<file path="src/rtl/mac_dot_sequencer.sv">
// Operand sequencer for the TinyML MAC: streams A/B word pairs from memory into
// the MAC (first pair multiply, rest accumulate) and latches the final dot product.
module mac_dot_sequencer #(
  parameter int AW      = 16,
  parameter int LEN_W   = 16,
  parameter int MAC_LAT = 1
) (
  input  logic             clk,
  input  logic             rst,
  input  logic             start,
  input  logic             abort,
  input  logic [AW-1:0]    base_a,
  input  logic [AW-1:0]    base_b,
  input  logic [LEN_W-1:0] length,
  output logic             busy,
  output logic             done,
  output logic [31:0]      result,
  output logic             mem_req,
  output logic [AW-1:0]    mem_addr,
  input  logic [31:0]      mem_rdata,
  input  logic             mem_ack,
  output logic [31:0]      mac_a,
  output logic [31:0]      mac_b,
  output logic             mac_en,
  output logic             mac_mode,
  input  logic [31:0]      mac_o
);

  localparam int DW = (MAC_LAT > 1) ? $clog2(MAC_LAT) : 1;

  typedef enum logic [2:0] {
    S_IDLE, S_RD_A, S_RD_B, S_ISSUE, S_DRAIN, S_DONE
  } state_e;

  state_e             state_q, state_d;
  logic [AW-1:0]      ptr_a_q, ptr_a_d;
  logic [AW-1:0]      ptr_b_q, ptr_b_d;
  logic [LEN_W-1:0]   cnt_q, cnt_d;
  logic               first_q, first_d;
  logic [DW-1:0]      drain_q, drain_d;
  logic [31:0]        result_q, result_d;
  logic [31:0]        mac_a_q, mac_a_d;
  logic [31:0]        mac_b_q, mac_b_d;
  logic               busy_q, busy_d;
  logic               done_q, done_d;
  logic               mem_req_q, mem_req_d;
  logic [AW-1:0]      mem_addr_q, mem_addr_d;
  logic               mac_en_q, mac_en_d;
  logic               mac_mode_q, mac_mode_d;

  always_comb begin
    state_d  = state_q;
    ptr_a_d  = ptr_a_q;
    ptr_b_d  = ptr_b_q;
    cnt_d    = cnt_q;
    first_d  = first_q;
    drain_d  = drain_q;
    result_d = result_q;
    mac_a_d  = mac_a_q;
    mac_b_d  = mac_b_q;

    // Abort takes priority so a late ack or drain cannot disturb the held result.
    if (abort && (state_q != S_IDLE)) begin
      state_d = S_IDLE;
    end else begin
      case (state_q)
        S_IDLE: begin
          if (start && !abort) begin
            result_d = '0;
            if (length != '0) begin
              ptr_a_d = base_a;
              ptr_b_d = base_b;
              cnt_d   = length;
              first_d = 1'b1;
              state_d = S_RD_A;
            end else begin
              state_d = S_DONE;
            end
          end
        end
        S_RD_A: begin
          if (mem_ack) begin
            mac_a_d = mem_rdata;
            state_d = S_RD_B;
          end
        end
        S_RD_B: begin
          if (mem_ack) begin
            mac_b_d = mem_rdata;
            state_d = S_ISSUE;
          end
        end
        S_ISSUE: begin
          first_d = 1'b0;
          ptr_a_d = ptr_a_q + AW'(1);
          ptr_b_d = ptr_b_q + AW'(1);
          cnt_d   = cnt_q - LEN_W'(1);
          if (cnt_q == LEN_W'(1)) begin
            drain_d = DW'(MAC_LAT - 1);
            state_d = S_DRAIN;
          end else begin
            state_d = S_RD_A;
          end
        end
        S_DRAIN: begin
          if (drain_q == '0) begin
            result_d = mac_o;
            state_d  = S_DONE;
          end else begin
            drain_d = drain_q - DW'(1);
          end
        end
        S_DONE:  state_d = S_IDLE;
        default: state_d = S_IDLE;
      endcase
    end

    // Outputs are decoded from the next state so they come straight off flops.
    busy_d     = (state_d != S_IDLE);
    done_d     = (state_d == S_DONE);
    mem_req_d  = (state_d == S_RD_A) || (state_d == S_RD_B);
    mac_en_d   = (state_d == S_ISSUE);
    mac_mode_d = (state_d == S_ISSUE) && !first_d;
    mem_addr_d = mem_addr_q;
    if (state_d == S_RD_A)      mem_addr_d = ptr_a_d;
    else if (state_d == S_RD_B) mem_addr_d = ptr_b_d;
  end

  always_ff @(posedge clk) begin
    if (rst) begin
      state_q    <= S_IDLE;
      ptr_a_q    <= '0;
      ptr_b_q    <= '0;
      cnt_q      <= '0;
      first_q    <= 1'b0;
      drain_q    <= '0;
      result_q   <= '0;
      mac_a_q    <= '0;
      mac_b_q    <= '0;
      busy_q     <= 1'b0;
      done_q     <= 1'b0;
      mem_req_q  <= 1'b0;
      mem_addr_q <= '0;
      mac_en_q   <= 1'b0;
      mac_mode_q <= 1'b0;
    end else begin
      state_q    <= state_d;
      ptr_a_q    <= ptr_a_d;
      ptr_b_q    <= ptr_b_d;
      cnt_q      <= cnt_d;
      first_q    <= first_d;
      drain_q    <= drain_d;
      result_q   <= result_d;
      mac_a_q    <= mac_a_d;
      mac_b_q    <= mac_b_d;
      busy_q     <= busy_d;
      done_q     <= done_d;
      mem_req_q  <= mem_req_d;
      mem_addr_q <= mem_addr_d;
      mac_en_q   <= mac_en_d;
      mac_mode_q <= mac_mode_d;
    end
  end

  assign busy     = busy_q;
  assign done     = done_q;
  assign result   = result_q;
  assign mem_req  = mem_req_q;
  assign mem_addr = mem_addr_q;
  assign mac_a    = mac_a_q;
  assign mac_b    = mac_b_q;
  assign mac_en   = mac_en_q;
  assign mac_mode = mac_mode_q;

endmodule

</file>
<file path="config.mk">
export PLATFORM = sky130hd
export DESIGN_NAME = mac_dot_sequencer
export DESIGN_NICKNAME = d
export VERILOG_FILES = /design/src/rtl/mac_dot_sequencer.sv
export SDC_FILE = /design/constraint.sdc
export NUM_CORES = 1
export LEC_CHECK = 0
export ABC_AREA = 0
export CAP_MARGIN = 25
export CORE_UTILIZATION = 38
export DETAILED_ROUTE_END_ITERATION = 16
export GPL_TIMING_DRIVEN = 0
export PLACE_DENSITY = 0.65
export REMOVE_ABC_BUFFERS = 1
export SYNTH_ARGS = -nofsm -noshare
export SYNTH_HDL_FRONTEND = slang
export SYNTH_SLANG_ARGS = --single-unit
</file>
<file path="constraint.sdc">
create_clock -name clk -period 2.4 [get_ports clk]
set_clock_uncertainty 0.05 [all_clocks]
set_input_delay 0.24 -clock clk [delete_from_list [all_inputs] [get_ports clk]]
set_output_delay 0.24 -clock clk [all_outputs]
set_load 0.1 [all_outputs]
</file>
==> results.md, run 1 <==
Logic synthesis:
- The number of enable-type register cells in the synthesized netlist is 0.
- Measured against the total synthesized area, the mux share comes to less than 1%.
- By area, the combinational part of the netlist is dominated by simple AND/OR/NAND/NOR gates.
- The count of synthesis-stage warnings from yosys is 0.
- In the synthesized netlist, the number of instances is between 900 and 1k.
- The XOR/XNOR share of the synthesized area is less than 1%.
- Summing the sequential cell areas from Yosys gives 43.92% of the chip area.
- The synthesized netlist devotes less than 1% of its cell area to adder and majority cells.
- Of the total synthesized cell area, the portion taken by AND, OR, NAND and NOR gates is around 28%.
- The distinct cell type count of the synthesized netlist is between 70 and 80.
- Averaged over all synthesized cells, the footprint is between 7 and 8 µm².
- The library cell with the largest summed area after synthesis is sky130_fd_sc_hd__dfxtp_1.
- The synthesized netlist devotes 22.59% of its cell area to compound gates.
- In the synthesized netlist the dominant register cell turns out to be sky130_fd_sc_hd__dfxtp_1.
- In the synthesized netlist the async set-or-reset flop fraction comes to 0%.
- The top cell type by area accounts for between 40% and 50% of the synthesized area.
- After synthesis the netlist holds a flip-flop and latch count of approximately 170.
- The synthesized cell area is ~7700 µm².
- Ranked by total cell area, the synthesized netlist is headed by sky130_fd_sc_hd__dfxtp_1 (44%), sky130_fd_sc_hd__nand2_1 (11%), sky130_fd_sc_hd__a21oi_1 (9.4%), sky130_fd_sc_hd__nand3_1 (3.6%), sky130_fd_sc_hd__nor2_1 (2.7%).

Power and ir drop:
- The leakage dissipation is 3.816 nW.
- The clock network burns between 30 and 40% of the power.
- The cell internal power dissipation is 4.854 mW.
- The sequential group share of total power is a little over two fifths.
- For this design the ratio of total power to cell area is between 600 and 700 nW/µm².
- The fraction of power consumed by combinational cells is a little over a fifth.
- In this run switching power makes up 32.34% of total power.
- VDD sags by at most between 0.0004 and 0.0005 V.
- The total net switching power is around 2.3 mW.

CTS:
- The clock latency at the later pin of the worst-skew pair is around 430 ps.
- The clock tree synthesis step divided the H-tree into 4 levels.
- After clock tree synthesis, the clock-pin slew on the worst setup and hold paths is about 70 ps.
- For this design, the sink count on the clock tree is between 150 and 200.
- The number of buffers between clock root and the deepest sink is 2.
- Clock tree synthesis selected as its root buffer the cell sky130_fd_sc_hd__clkbuf_16.
- The post-cts hold buffer count is 0.
- Counting the buffers created by CTS gives 17.
- TritonCTS built the clock tree.

Flow run:
- The number of maximum-capacitance constraint violations is 0.

Timing:
- The maximum clock frequency is between 400 and 500 MHz.
- The post-layout worst setup margin is approximately 70 ps.
- The slew of the pin with the lowest slew margin is 1062 ps.
- The portion of the clock cycle consumed by the worst path in the final layout is 97.09%.
- The headroom to the max-slew limit is between 20% and 30%.
- The number of pins exceeding their max-slew limit in the final report was 0.
- The post-layout minimum cycle time is 2330 ps.
- The final number of setup-violating endpoints is 0.
- The final hold violation count is 0.
- Setup repair after global routing left no endpoint under its margin.

Drt:
- After the first detailed-routing iteration, the DRC count stood at 527.
- The number of vias per cell after detailed routing is 5.395.
- The residual antenna-violating net count after detailed routing is 0.
- In the final routed layout, each cell accounts on average for between 15 and 20 µm.
- The total DRC errors in the routed layout is 0.
- The detailed-route via count is 7920.
- The total iterations of the first detailed-routing run is 5.
- The total wire length is about 25 mm.

Worst setup path:
- The maximum net fanout on the critical path is 8.
- The worst setup path is launched from an input port.
- The worst path arrival time is about 2600 ps.
- The worst endpoint required time is about 2700 ps.
- The kind of critical path is input port to flop.
- The type of element capturing the critical path is a flop.

Placed design:
- The final weighted congestion in routability-driven placement is between 0.8 and 0.9.
- The post-detailed-placement half-perimeter wirelength is between 15 and 20 mm.
- After detailed placement, the total cell area comes to around 10000 µm².
- Port buffering added about 230 buffers.
- The setup slack after placement is -1079 ps.

GRT:
- The first global-routing pass estimated just under 40 mm of wire.
- The maximum number of pins on one net before global-route repair is between 100 and 150.
- The total overflow left after global routing is 0.
- The number of antenna violations at the first check in global routing is 0.
- The via count of the first global-routing pass is slightly above 7k.
- The total track usage is roughly a quarter.

Die:
- Row generation in the floorplan step produced roughly 50 rows.
- The floorplan step defined a die boundary enclosing around 21000 µm².
- Pin placement for this block handled around 230 I/O pins.
- For this configuration, the core starts out at a cell density of between 30% and 40%.
- Measured along the x axis, the die boundary spans about 140 µm.
- The core box area is about 20000 µm².
- The die boundary height is 144.4 µm.

Layout:
- After routing the design area is about 11000 µm².
- The number of nets in the finished design is ~1.3k.
- The number of antenna diodes in the final layout is 0.
- The synthesis-to-layout area growth is 44.02%.
- Cells with a size suffix above 1 make up a little under a tenth of the layout.

Worst hold path:
- The worst min-delay path class is input port to flop.

Outcome:
- The run finished with clean final reports.
layout by cell type (no fill, tap or decap), types with 8 or more instances in the layout:
cell type,synthesis,layout
sky130_fd_sc_hd__nand2_1,234,232
sky130_fd_sc_hd__clkdlybuf4s50_1,0,231
sky130_fd_sc_hd__dfxtp_1,169,166
sky130_fd_sc_hd__a21oi_1,144,144
sky130_fd_sc_hd__nand3_1,56,55
sky130_fd_sc_hd__nor2_1,55,51
sky130_fd_sc_hd__o21ai_0,38,38
sky130_fd_sc_hd__clkbuf_16,0,17
sky130_fd_sc_hd__nor3_1,17,16
sky130_fd_sc_hd__a22oi_1,16,16
sky130_fd_sc_hd__nor2b_1,14,14
sky130_fd_sc_hd__nor4_1,11,9
sky130_fd_sc_hd__nand2b_1,8,8
sky130_fd_sc_hd__and3_1,8,8
sky130_fd_sc_hd__a211oi_1,8,8
sky130_fd_sc_hd__buf_4,3,8
worst max-delay path, stage by stage:
cell and delay (ps):
sky130_fd_sc_hd__clkdlybuf4s50_1 470, sky130_fd_sc_hd__nor4_2 470, sky130_fd_sc_hd__and4_4 430, sky130_fd_sc_hd__o21ai_1 300, sky130_fd_sc_hd__a211oi_1 290, sky130_fd_sc_hd__a221oi_1 120, sky130_fd_sc_hd__a211oi_1 290
registers in the layout, indices dropped and copies added (netlist names), 3 cells and up:
register and count:
cnt_q 16, mac_a 32, mac_b 32, mem_addr 16, ptr_a_q 16, ptr_b_q 16
result 32, state_q 3
cell usage after synthesis, types with 3 or more instances:
library cell,instances
sky130_fd_sc_hd__nand2b_1,8
sky130_fd_sc_hd__a31oi_1,4
sky130_fd_sc_hd__or2_2,4
sky130_fd_sc_hd__a21oi_2,3
sky130_fd_sc_hd__ha_1,4
sky130_fd_sc_hd__a211oi_1,8
sky130_fd_sc_hd__clkbuf_1,54
sky130_fd_sc_hd__mux2i_1,5
sky130_fd_sc_hd__nor4_1,11
sky130_fd_sc_hd__inv_1,5
sky130_fd_sc_hd__a22o_1,4
sky130_fd_sc_hd__dfxtp_1,169
sky130_fd_sc_hd__buf_4,3
sky130_fd_sc_hd__a21o_1,4
sky130_fd_sc_hd__a221o_1,4
sky130_fd_sc_hd__nand2_1,234
sky130_fd_sc_hd__buf_2,15
sky130_fd_sc_hd__nand3b_1,4
sky130_fd_sc_hd__nor2b_1,14
sky130_fd_sc_hd__o21a_1,3
sky130_fd_sc_hd__o221a_2,6
sky130_fd_sc_hd__a221oi_1,7
sky130_fd_sc_hd__a21oi_1,144
sky130_fd_sc_hd__a22oi_1,16
sky130_fd_sc_hd__nand3_1,56
sky130_fd_sc_hd__o21ai_1,3
sky130_fd_sc_hd__nor2_1,55
sky130_fd_sc_hd__o41ai_1,3
sky130_fd_sc_hd__o31ai_1,4
sky130_fd_sc_hd__and3_1,8
sky130_fd_sc_hd__nand4_1,4
sky130_fd_sc_hd__and2_1,5
sky130_fd_sc_hd__o21ai_0,38
sky130_fd_sc_hd__nor3_1,17
sky130_fd_sc_hd__or3_1,7
sky130_fd_sc_hd__nor4b_1,4
sky130_fd_sc_hd__and4_1,4
area by class of cell:
type | instances | area [µm²]
Multi-Input combinational cell | 740 | 4123
Tap cell | 265 | 331.6
Clock buffer | 19 | 442.9
Sequential cell | 169 | 3392
Inverter | 5 | 18.77
Clock inverter | 13 | 112.6
Timing Repair Buffer | 257 | 2674
Fill cell | 1912 | 8559
through the flow:
stage / power [mW] / cells / utilization, % / hold WS [ps] / setup TNS [ps]
6_report: 7.175 / 1468 / 56.45 / 160.3 / 0
4_1_cts: 7.211 / 1464 / 56.11 / 155.0 / 0
3_5_place_dp: 4.537 / 1422 / 52.32 / 393.5 / -53970
3_3_place_gp: 4.512 / 1409 / 51.11 / 387.7 / -536790
2_1_floorplan: 3.958 / 911 / - / 259.1 / -12000
5_1_grt: 7.469 / 1468 / 56.45 / 159.6 / 0
cells by family after synthesis:
family	Yosys count
fa+ha+maj	4
xor+xnor	2
mux	5
buf+inv	79
flops	169
simple gates	450
compound gates	276
per-layer routing:
layer	routed length, µm	track usage, %
met5	0	0
met4	468	6.704
met3	2200	6.391
met2	11630	39.25
met1	11180	31.43
path summary, 6_finish.rpt:
path | startpoint | to | slack [ps] | depth (start not counted)
max | length[0] | mem_addr[9]$_SDFFE_PP0P_ | 70 | 7
min reg2reg | result[24]$_SDFFE_PP0P_ | result[24]$_SDFFE_PP0P_ | 400 | 2
max reg2reg | state_q[2]$_SDFF_PP0_ | mem_addr[15]$_SDFFE_PP0P_ | 110 | 7
min | rst | ptr_a_q[0]$_SDFF_PP0_ | 160 | 2
power groups by stage:
stage                     sequential (mW)  combinational, mW  clock [mW]
final                                3.03               1.52        2.62
after CTS                            3.02               1.51        2.68
after detailed placement             3.08               1.45           0
after global routing                 3.04               1.61        2.81
after global placement               3.08               1.43           0
after floorplan                      3.52              0.434           0
what timing repair did:
| action | 4_1_cts | 5_1_grt |
|---|---|---|
| pin swaps | 5 | 2 |
| cloned | 2 | 1 |
| resized for setup | 18 | 8 |
| setup buffers | 8 | 3 |
| endpoints found under the setup margin | 60 | 22 |
Note: power is estimated with default switching activity, not from simulation.
==> run 2, diff against run 1 <==
GPL_TIMING_DRIVEN = not set   (was 0)
==> results.md, run 2 (synthesized netlist as in run 1, its figures left out) <==
Drt:
- The total wire length is ~25 mm.
- Using the TritonRoute via totals, the vias-per-cell ratio works out to between 5 and 6.
- The total iterations of the first detailed-routing run is 6.
- The initial DRC count is about 630.
- Once detail routing completed, the nets flagged for antenna violations numbered 0.
- For this block, the via count after detailed routing is ~8k.
- The routed wirelength normalized by instance count is approximately 16 µm.
- In the routed design, unresolved DRC markers number 0.

Die:
- The core box area is a little under 20000 µm².
- The die boundary width is 144.4 µm.
- The die covers between 20000 and 25000 µm².
- Row generation in the floorplan step produced between 50 and 60 rows.
- Pin placement for this block handled approximately 230 I/O pins.
- The initial utilization of the core area, before any placement, comes to approximately 40%.
- The die is 144.4 µm tall.

GRT:
- The total congestion overflow after global routing is 0.
- The wire length of the first global-routing pass is approximately 38 mm.
- The number of antenna violations at the first check in global routing was 0.
- The via count of the first global-routing pass is between 7k and 8k.
- The total track usage is 23.71%.
- Entering global routing, the biggest net connects 73 pins.

Worst setup path:
- The type of element capturing the critical path is a flop.
- The startpoint type of the worst setup path is a flop.
- On the critical path the largest part of the delay comes from simple AND/OR/NAND/NOR gates.
- The critical path goes through buf_12 -> or3_4 -> nor2_2 -> nand2_1 -> buf_4 -> and3_1 -> a211o_1 -> o221a_2.
- The delay contributed by the slowest stage of the critical path is roughly 420 ps.
- Together, buffers and inverters on the worst path number 2.
- The worst-path cell with the longest stage delay is sky130_fd_sc_hd__or3_4.
- For the worst setup path, the data required time is ~2700 ps.
- The critical path is of the flop to flop type.
- The worst path arrival time is 2540 ps.
- The maximum net fanout on the critical path is 14.

Layout:
- In the final layout, flip-flops and latches occupy about 3400 µm².
- The final cell count without fillers is 1529.
- The most common cell after layout, fill and taps aside is sky130_fd_sc_hd__nand2_1.
- The final cell utilization of the core is a little under three fifths.
- The multi-input combinational cells in the finished layout cover a total of around 4000 µm².
- In the final layout, the share of cells above drive strength 1 is about 22%.
- The number of antenna repair diodes is 0.
- The number of nets in the finished design is approximately 1.4k.
- The fill cell instance count of the final layout is approximately 1.9k.
- The area of all placed cells without fillers is between 10000 and 15000 µm².
- The synthesis-to-layout area growth is 44.86%.
- In the layout the commonest cells are sky130_fd_sc_hd__nand2_1 (234), sky130_fd_sc_hd__buf_4 (196), sky130_fd_sc_hd__dfxtp_1 (168), sky130_fd_sc_hd__a21oi_1 (144), sky130_fd_sc_hd__clkdlybuf4s50_1 (115).

CTS:
- The clock reaches the later pin of the worst-skew pair after approximately 430 ps.
- The root buffer selected by CTS is sky130_fd_sc_hd__clkbuf_16.
- Counting every sink on the clock net gives ~170.
- The TritonCTS clock tree is done.
- The number of CTS-inserted buffers is 17.
- The H-tree was split into 4 levels.
- The clock passes through at most 2 buffers.
- The clock transition at the registers of the reported paths is approximately 70 ps.

Flow run:
- The number of maximum-capacitance constraint violations is 0.

Power and ir drop:
- Dividing total power by cell area gives a power density of about 660 nW/µm².
- Summed over all cells, the static leakage comes to 4.330 nW.
- IR analysis of the VDD net gives a maximum drop of approximately 0.00050 V.

Timing:
- The final hold violation count was 0.
- The worst path uses a little over nine tenths of the clock period.
- Headroom to the max-slew limit came out at 61.29%.
- The number of pins exceeding their max-slew limit in the final report came to 0.
- The final number of setup-violating endpoints is 0.
- At the pin with the least slew margin, the transition time is roughly 580 ps.
- Setup repair after global routing left no endpoint under its margin.
- For the final routed database, the setup TNS stands at 0 ps.
- Based on the critical path, the design can be clocked at up to ~440 MHz.
- The post-layout minimum cycle time is 2264 ps.

Outcome:
- The run finished with clean final reports.

Placed design:
- During placement, the flow inserted port buffers numbering 233.
- The number of cells in the design after placement is 1495.
- Routability-driven placement finished with a final weighted congestion of approximately 0.88.
- The area of placed instances is approximately 11000 µm².
- Detailed placement finished with a half-perimeter wire length of 17.78 mm.

Worst hold path:
- The min-delay analysis places its worst path in the category input port to flop.
-- run 2: what timing repair did --
item,4_1_cts,5_1_grt
setup buffers,0,2
hold buffers,0,0
resized for setup,1,4
setup endpoints to repair,1,18
pin swaps,0,1
-- run 2: metal layers --
metal | track usage [%] | up-vias | routed length [µm]
li1 | - | 3995 | -
met1 | 30.70 | 3730 | 10950
met2 | 38.61 | 272 | 11510
met3 | 4.437 | 39 | 1972
met4 | 9.695 | 0 | 535
met5 | 0 | - | 0
-- run 2: where the power goes --
group / switching [mW] / internal [mW]
Combinational: 0.968 / 0.599
Clock: 1.32 / 1.39
Sequential: 0.115 / 2.92
-- run 2: layout make-up --
type	count	area share [%]
Clock inverter	15	1.424
Clock buffer	17	3.812
Sequential cell	169	30.33
Multi-Input combinational cell	737	36.00
Timing Repair Buffer	321	25.29
Tap cell	265	2.971
Inverter	5	0.1682
-- run 2: final timing paths --
kind                                              start                       end  slack [ps]  cells past startpoint
worst max-delay path              state_q[1]$_SDFF_PP0_  mem_addr[7]$_SDFFE_PP0P_         140                      8
worst min-delay path                                rst     ptr_a_q[7]$_SDFF_PP0_         210                      2
worst max register to register    state_q[1]$_SDFF_PP0_  mem_addr[7]$_SDFFE_PP0P_         140                      8
worst min register to register  result[14]$_SDFFE_PP0P_   result[14]$_SDFFE_PP0P_         400                      2
-- run 2: per-stage QoR --
| step | worst slack [ps] | hold WS (ps) | total power [mW] |
|---|---|---|---|
| finish | 136.1 | 210.9 | 7.312 |
| global route | 34.49 | 244.8 | 7.604 |
| CTS | 24.75 | 207.3 | 7.339 |
| detailed placement | -361.5 | 394.3 | 4.628 |
| global placement | -339.2 | 389.4 | 4.628 |
| floorplan | -317.0 | 259.1 | 3.958 |
==> run 3, diff against run 2 <==
CORE_UTILIZATION = 30   (was 38)
CTS_CLUSTER_SIZE = 30   (was not set)
PLACE_DENSITY = 0.53   (was 0.65)
==> results.md, run 3 (synthesized netlist as in run 1, its figures left out) <==
Layout:
- The number of nets in the finished design is about 1.4k.
- In the layout the commonest cells are sky130_fd_sc_hd__nand2_1 (234), sky130_fd_sc_hd__buf_4 (205), sky130_fd_sc_hd__dfxtp_1 (167), sky130_fd_sc_hd__a21oi_1 (144), sky130_fd_sc_hd__clkdlybuf4s50_1 (115).
- The number of antenna repair diodes is 0.
- The most common cell after layout, fill and taps aside is sky130_fd_sc_hd__nand2_1.
- The area of all placed cells without fillers is about 11000 µm².
- The finished layout holds ~1.6k standard cells, fillers aside.
- The flip-flop and latch area is approximately 3400 µm².
- The synthesis-to-layout area growth is 47.10%.
- After filler insertion, the fill cell instance count of the layout stands at roughly 2.5k.
- In the final layout, the multi-input gates occupy about 4000 µm².
- The share of post-route cells with drive strength above 1 is between 20% and 30%.

Power and ir drop:
- Net switching is about a third of the power.
- The ratio of total power to cell area is ~650 nW/µm².
- In this run, flip-flops and latches consume 40.9% of the power.
- Cell internal power was estimated by the tool at 4.936 mW.
- The leakage dissipation is ~4.4 nW.
- The total net switching power is between 2 and 2.5 mW.
- The design draws about 7.4 mW.
- Across the VDD grid, the largest voltage drop is 0.0004323 V.
- The fraction of power consumed by the clock network is a little under two fifths.
- The fraction of power consumed by combinational cells is between 20% and 30%.

Die:
- The die boundary width is 162.2 µm.
- In this run the core area contains 58 standard-cell rows.
- The die boundary height is around 160 µm.
- The region available for standard cell placement spans approximately 25000 µm².
- 234 I/O pins were placed.
- The die covers 26320 µm².
- The initial core utilization is 30.59%.

Worst setup path:
- Walking the worst path, the cells encountered are clkdlybuf4s50_1 -> nor4_1 -> buf_4 -> and4_1 -> buf_4 -> o21ai_2 -> buf_4 -> nand2_1 -> a21bo_2 -> o221a_1.
- The worst setup path is launched from an input port.
- The maximum net fanout on the critical path is 10.
- On the worst path, the slowest cell contributes a delay of ~480 ps.
- The worst-path cell with the longest stage delay is sky130_fd_sc_hd__clkdlybuf4s50_1.
- The worst endpoint required time is 2670 ps.
- STA classifies the critical path endpoint as a flop.
- STA puts the critical path data arrival time at approximately 2500 ps.
- The most frequent cell on the critical path is sky130_fd_sc_hd__buf_4.
- The critical path is of the input port to flop type.

Drt:
- The initial DRC count is around 600.
- After detailed routing, the average wire length per cell comes to roughly 17 µm.
- Summing over every cut layer, the via total after detailed routing is approximately 8k.
- In this run the remaining antenna-violating nets after routing total 0.
- Wires add up to 26.53 mm.
- The first detailed-routing pass took 6 iterations.
- The total DRC errors in the routed layout is 0.
- The number of vias per cell after detailed routing is between 5 and 6.

Placed design:
- The count of buffers from port buffering is 233.
- The area of placed instances is approximately 11000 µm².
- Routability-driven placement finished with a final weighted congestion of between 0.8 and 0.9.
- The post-detailed-placement half-perimeter wirelength is 18.70 mm.
- The number of cells in the design after placement is between 1.5k and 2k.

Timing:
- The headroom to the max-slew limit is a little over three fifths.
- The tightest hold margin is approximately 64 ps.
- The total negative slack for setup checks is 0 ps.
- The final critical path takes up ~92% of the cycle.
- The slew of the pin with the lowest slew margin is about 560 ps.
- The post-layout minimum cycle time is around 2200 ps.
- Setup violations remaining at the end of the flow were counted as 0.
- The number of pins exceeding their max-slew limit in the final report was 0.
- Setup repair after global routing left no endpoint under its margin.
- The final hold violation count is 0.
- Timing would allow up to 454.9 MHz.

CTS:
- After clock tree synthesis, the clock-pin slew on the worst setup and hold paths is ~70 ps.
- The number of clock buffers added by TritonCTS is 17.
- For this design, the sink count on the clock tree is 169.
- Clock latency on the worst-skew pair, taken at its later pin, is about 440 ps.
- The post-cts hold buffer count is 0.
- The H-tree was split into 4 levels.
- TritonCTS built the clock tree.
- In this run the clock root is driven by a sky130_fd_sc_hd__clkbuf_16.
- The number of buffers between clock root and the deepest sink is 2.

GRT:
- The wire length of the first global-routing pass is roughly 42 mm.
- The number of antenna violations at the first check in global routing came to 0.
- The total track usage is between 20 and 25%.
- The maximum number of pins on one net before global-route repair is 84.
- The via count of the first global-routing pass is 7589.
- The total congestion overflow after global routing is 0.

Flow run:
- The number of maximum-capacitance constraint violations is 0.

Outcome:
- The run finished with clean final reports.

Worst hold path:
- The tightest min-delay check is of the input port to flop type.
==> run 3: cell count changes in the layout (fill, tap and decap cells not counted), sizes merged <==
cell      before  now
inv           12   11
clkinvlp       3    0
clkinv         5    9
buf          206  216
==> run 3: worst paths after layout <==
| kind | start | endpoint | slack [ps] | cells after the start |
|---|---|---|---|---|
| max reg2reg | state_q[2]$_SDFF_PP0_ | mem_addr[15]$_SDFFE_PP0P_ | 230 | 9 |
| min reg2reg | result[30]$_SDFFE_PP0P_ | result[30]$_SDFFE_PP0P_ | 400 | 2 |
| max | length[9] | mem_addr[14]$_SDFFE_PP0P_ | 200 | 10 |
| min | rst | state_q[0]$_SDFF_PP0_ | 60 | 2 |
==> run 3: critical path: cells and delay by family <==
family / cells / cell delay [ps]
and+or+nand+nor: 3 / 350
AOI/OAI and AO/OA: 3 / 910
buffers and inverters: 4 / 970
==> run 3: per-stage QoR <==
step | worst slack [ps] | util, %
after floorplan | -317.0 | -
final | 201.6 | 45.00
after global placement | -265.6 | 42.50
after CTS | 41.97 | 44.97
after global routing | 26.89 | 45.00
after detailed placement | -388.3 | 42.50
==> run 3: cell type report <==
cell class | instances | area share, %
Clock buffer | 17 | 3.754
Clock inverter | 15 | 1.601
Inverter | 5 | 0.1656
Multi-Input combinational cell | 737 | 35.28
Sequential cell | 169 | 29.88
Tap cell | 330 | 3.644
Timing Repair Buffer | 331 | 25.68
==> run 3: power by group through the flow <==
stage	clock (mW)	sequential [mW]	combinational [mW]
5_1_grt	3.00	3.05	1.69
3_5_place_dp	0	3.10	1.58
2_1_floorplan	0	3.52	0.434
6_report	2.80	3.04	1.59
3_3_place_gp	0	3.10	1.57
4_1_cts	2.89	3.03	1.59
==> run 3: what timing repair did <==
| item | 4_1_cts | 5_1_grt |
|---|---|---|
| pin swaps | 1 | 0 |
| gates resized for setup | 0 | 3 |
| endpoints found under the setup margin | 6 | 27 |
| buffers inserted | 2 | 0 |
==> run 3: routing by layer <==
layer | routed length, µm | vias up | track usage, %
met3 | 1640 | 27 | 4.009
li1 | - | 4021 | -
met1 | 12250 | 3731 | 26.87
met2 | 12280 | 261 | 32.54
met4 | 357 | 0 | 5.575
met5 | 0 | - | 0
